`config.mk`:
```
export PLATFORM = sky130hd
export DESIGN_NAME = mux_256x1_reg_flat
export DESIGN_NICKNAME = d
export VERILOG_FILES = /design/src/rtl/mux_256x1_reg_pkg.sv /design/src/rtl/mux_256x1_reg_if.sv /design/src/rtl/mux_256x1_reg_mux16.sv /design/src/rtl/mux_256x1_reg.sv /design/src/flat_wrapper.sv
export SDC_FILE = /design/constraint.sdc
export NUM_CORES = 1
export LEC_CHECK = 0
export BUFFER_PORTS_ARGS = -buffer_cell sky130_fd_sc_hd__buf_2
export CORE_AREA = 2 2 105 107
export CTS_CLUSTER_SIZE = 10
export DETAILED_ROUTE_END_ITERATION = 12
export DIE_AREA = 0 0 107 109
export HOLD_SLACK_MARGIN = 0.03
export PLACE_DENSITY = 0.62
export SLEW_MARGIN = 30
export SYNTH_ARGS = -nofsm -noshare
export SYNTH_HDL_FRONTEND = slang
export SYNTH_SLANG_ARGS = --single-unit
```
`constraint.sdc`:
```
create_clock -name clk -period 1.2 [get_ports clk]
set_input_delay 0.24 -clock clk [delete_from_list [all_inputs] [get_ports clk]]
set_output_delay 0.24 -clock clk [all_outputs]
set_load 0.01 [all_outputs]
```
`src/rtl/mux_256x1_reg_pkg.sv`:
```
// Package: mux_pkg
//   Shared sizing constants for the registered 256:1 bit-select block.
//   N_IN   : number of single-bit data inputs (2**SEL_W)
//   SEL_W  : select width
//   GRP_W  : select bits consumed by each 16:1 leaf mux
//   GRP_N  : inputs per leaf mux
//   N_GRP  : number of leaf muxes in the first tree level
package mux_pkg;
   localparam int N_IN  = 256;
   localparam int SEL_W = 8;
   localparam int GRP_W = 4;
   localparam int GRP_N = 1 << GRP_W;
   localparam int N_GRP = N_IN / GRP_N;
endpackage

```
`src/rtl/mux_256x1_reg_if.sv`:
```
// Interface: mux_256x1_reg_if
//   Bundles the select/data inputs and the registered output.
//   sel   : index of the bit to forward
//   a_in  : data vector, bit i is input i
//   out   : registered selected bit
//   master: drives sel/a_in, observes out
//   slave : the mux block itself
interface mux_256x1_reg_if;
   import mux_pkg::*;
   logic [SEL_W-1:0] sel;
   logic [N_IN-1:0]  a_in;
   logic             out;

   modport master (output sel, output a_in, input  out);
   modport slave  (input  sel, input  a_in, output out);
endinterface

```
`src/rtl/mux_256x1_reg_mux16.sv`:
```
// Module: mux_16x1
//   Purely combinational 16:1 single-bit multiplexer, leaf of the select tree.
//   d : 16 data bits
//   s : 4-bit select
//   y : d[s]
module mux_16x1
   import mux_pkg::*;
(
   input  logic [GRP_N-1:0] d,
   input  logic [GRP_W-1:0] s,
   output logic             y
);
   assign y = d[s];
endmodule

```
`src/rtl/mux_256x1_reg.sv`:
```
// Module: mux_256x1_reg
//   Registered 256:1 bit select. Two-level tree of 16:1 muxes feeding a
//   single async-reset flop, so out = a_in[sel] one cycle after sampling.
//   clk   : clock, rising edge
//   rst_n : asynchronous active-low reset, forces out to 0
//   bus   : slave side of mux_256x1_reg_if (sel, a_in in; out out)
module mux_256x1_reg
   import mux_pkg::*;
(
   input  logic               clk,
   input  logic               rst_n,
   mux_256x1_reg_if.slave     bus
);
   logic [N_GRP-1:0] grp_y;
   logic             sel_bit;

   // First level: each leaf picks one bit of its 16-bit slice with sel[3:0].
   for (genvar g = 0; g < N_GRP; g++) begin : g_leaf
      mux_16x1 u_leaf (
         .d (bus.a_in[g*GRP_N +: GRP_N]),
         .s (bus.sel[GRP_W-1:0]),
         .y (grp_y[g])
      );
   end

   // Second level: sel[7:4] chooses which slice result to keep.
   mux_16x1 u_root (
      .d (grp_y),
      .s (bus.sel[SEL_W-1:GRP_W]),
      .y (sel_bit)
   );

   always_ff @(posedge clk or negedge rst_n) begin
      if (!rst_n) bus.out <= 1'b0;
      else        bus.out <= sel_bit;
   end
endmodule

```
`src/flat_wrapper.sv`:
```
// flat-port wrapper written by rule: the top's interface ports become plain ports
module mux_256x1_reg_flat import mux_pkg::*;
  (clk, rst_n, bus_sel, bus_a_in, bus_out);
  mux_256x1_reg_if bus_i ();
  input  logic clk;
  input  logic rst_n;
  input wire logic [$bits(bus_i.sel)-1:0] bus_sel;
  input wire logic [$bits(bus_i.a_in)-1:0] bus_a_in;
  output wire logic [$bits(bus_i.out)-1:0] bus_out;
  assign bus_i.sel = bus_sel;
  assign bus_i.a_in = bus_a_in;
  assign bus_out = bus_i.out;
  mux_256x1_reg u_core (.clk(clk), .rst_n(rst_n), .bus(bus_i));
endmodule
```
==> impl_results.md <==
* Status: finished, violations left
* Failing checks: negative setup slack
* Max Cap Viol at 0
* GRT Util Overall at 0.1839
* Clk slew on worst S/H paths at 0 ns
* Mapped Nets at 468
* Largest net degree at the start of global routing at 20
* Synth cell types at 37
* Fillers at 1050
* Wire length per cell at roughly 18 µm
* Slowest stage delay, CP at 0.34 ns
* Final worst slack at -0.8970 ns
* Nets at 761
* Vias in the first global route at 3184
* Slew Limit Headroom at 0.6896
* FMAX at roughly 480 MHz
* Area of the core at 10600 µm²
* Commonest non-fill, non-tap cell in the layout: buf_2
* Final TNS setup at -0.8970 ns
* Placer Congestion at slightly above 0.8
* Lkg Pwr at approximately 0.0021 µW
* HPWL after DPL at about 10 mm
* Site row count at 38
* Layout cells sized above 1 at 0.7546
* First-pass iteration count of the detailed router at 4
* Ys Warns at 0
* Hold Vio Cnt, Final at 0
* Vias per Instance at between 4 and 5
* Slew @ Worst Pin at about 0.46 ns
* Period utilization at 1.747
* Yosys reg bits at 1
* Post-Synthesis Cells at approximately 200
* RSZ-0062 raised after global routing: yes
* Final WL at roughly 12 mm
* Most frequent cells in the layout: 265 x buf_2, 41 x mux2i_1, 38 x mux4_2, 36 x buf_4, 9 x buf_12
* Psw at between 500 and 600 µW
* Max FO, Critical Path at 7
* Largest register FFs at 1
* Synth async-reset ratio at 1.000
* Worst path cell trace: buf_2, buf_4, nand3_1, buf_4, o22ai_1, a211oi_2, buf_4, a21boi_0, a221oi_2, o311ai_1
* Synthesized area at 2246 µm²
* Initial Utilization at 0.2118
* Largest registers: u_core.bus.out: 1 flops
* Initial antenna violation count at 0
* CP required at 1.07 ns
* Max rail drop VDD at roughly 130 µV
* Combinational Power Share at 0.972
* Final Setup Violations at 1
* Final slew viol count at 0
* Sw Ratio at 0.3818
* Final Critical Period at between 2 and 2.5 ns
* Die Area at roughly 12000 µm²
* Seq/Total Area, Yosys at 0.01114
* I/O pins at between 200 and 300
* Ant. Diodes at 0
* Power Internal at approximately 920 µW
* Critical Path Most Common Cell: buf_4
* Final Cell Area at 4218 µm²
* DP Area at 4009 µm²
* Setup crit end kind: register
* Power Dens Cells at 354.4 nW/µm²
* Hold crit path type: in -> reg
* Most flop-heavy register: u_core.bus.out
* Global route overflow at 0
* CP Class: in -> reg
* CP max-delay cell: o311ai_1
* Global-route wire length before repair at ~16 mm
* Chip height at 109 µm
* DRC viols at 0
* Main synth FF type: dfrtp_1
* DRT iter0 DRCs at 106
* Clock Power Share at 0
* IO Port Bufs at between 200 and 300
* EDFF count, synth at 0
* Post-route antenna net violation count at 0
* Syn-to-layout area delta at 87.80%
* Sequential Power Share at 0.028
* Die X at roughly 110 µm
* Syn_area_per_cell at approximately 11 µm²
* Vias at just over 3000
* WP data arrival at about 2 ns
* Critical Path Start Type: primary input
## cell type report
| type | count | area, µm² | area share |
|---|---|---|---|
| multi-input cells | 173 | 2122 | 0.5031 |
| well taps | 140 | 175.2 | 0.04153 |
| repair buffers | 316 | 1884 | 0.4468 |
| flip-flops and latches | 1 | 25.02 | 0.005933 |
| inverters | 3 | 11.26 | 0.002670 |
## per-stage QoR
stage	std cells	power [µW]	util	setup slack, ns	hold WS [ns]
after global routing	633	1611	0.3978	-0.9790	0.5282
after detailed placement	628	1415	0.3781	-1.083	0.02342
after CTS	633	1511	0.3967	-0.9030	0.5220
after floorplan	202	713.6	-	-0.7333	-0.05559
after global placement	628	1386	0.3781	-0.9907	0.02636
final	633	1495	0.3978	-0.8970	0.5246
## path summary, 6_finish.rpt
path	from	end	cells after the start
hold / removal	bus_sel[7]	u_core.bus.out$_DFF_PN0_	2
max in group asynchronous	rst_n	u_core.bus.out$_DFF_PN0_	2
setup / recovery	bus_sel[1]	u_core.bus.out$_DFF_PN0_	10
min in group asynchronous	rst_n	u_core.bus.out$_DFF_PN0_	2
## worst max-delay path: cells and delay by family
kind	cells	cell delay, ns
buffers and inverters	4	0.66
AND/OR/NAND/NOR	1	0.09
AO/OA/AOI/OAI	5	0.97
## Yosys cell counts (6+ instances only)
| cell | n | share of area |
|---|---|---|
| mux2i_1 | 43 | 0.19 |
| mux4_2 | 37 | 0.37 |
| a21oi_1 | 11 | 0.025 |
| clkbuf_1 | 10 | 0.017 |
| a221oi_1 | 9 | 0.035 |
| o21ai_0 | 8 | 0.018 |
| mux4_1 | 7 | 0.082 |
| buf_6 | 6 | 0.030 |
| nor2b_1 | 6 | 0.017 |
| o221ai_1 | 6 | 0.023 |
| o22ai_1 | 6 | 0.017 |
## power by group through the flow
stage / Sequential [µW] / Combinational, µW / Clock [µW]
global placement: 42.6 / 1340 / 0
detailed placement: 42.0 / 1370 / 0
finish: 41.6 / 1450 / 0
floorplan: 44.0 / 670 / 0
global route: 42.0 / 1570 / 0
CTS: 42.0 / 1470 / 0
## layer usage
layer / wire length (µm) / track usage
met1: 4360 / 0.2167
met3: 1010 / 0.02510
met5: 0 / 0
met2: 6110 / 0.3685
met4: 66 / 0.009276
## what timing repair did
action	in CTS	in global routing
hold endpoints to repair	1	0
setup endpoints to repair	1	1
gates resized for setup	27	2
setup buffers	2	0
cloned	2	0
hold buffers	1	0
pin swaps	12	1
## cell families after synthesis
| logic type | synth area share |
|---|---|
| AOI/OAI and AO/OA | 0.2050 |
| buffers and inverters | 0.08523 |
| and+or+nand+nor | 0.04903 |
| DFF | 0.01114 |
| muxes | 0.6496 |
(Power assumes the default switching activity.)
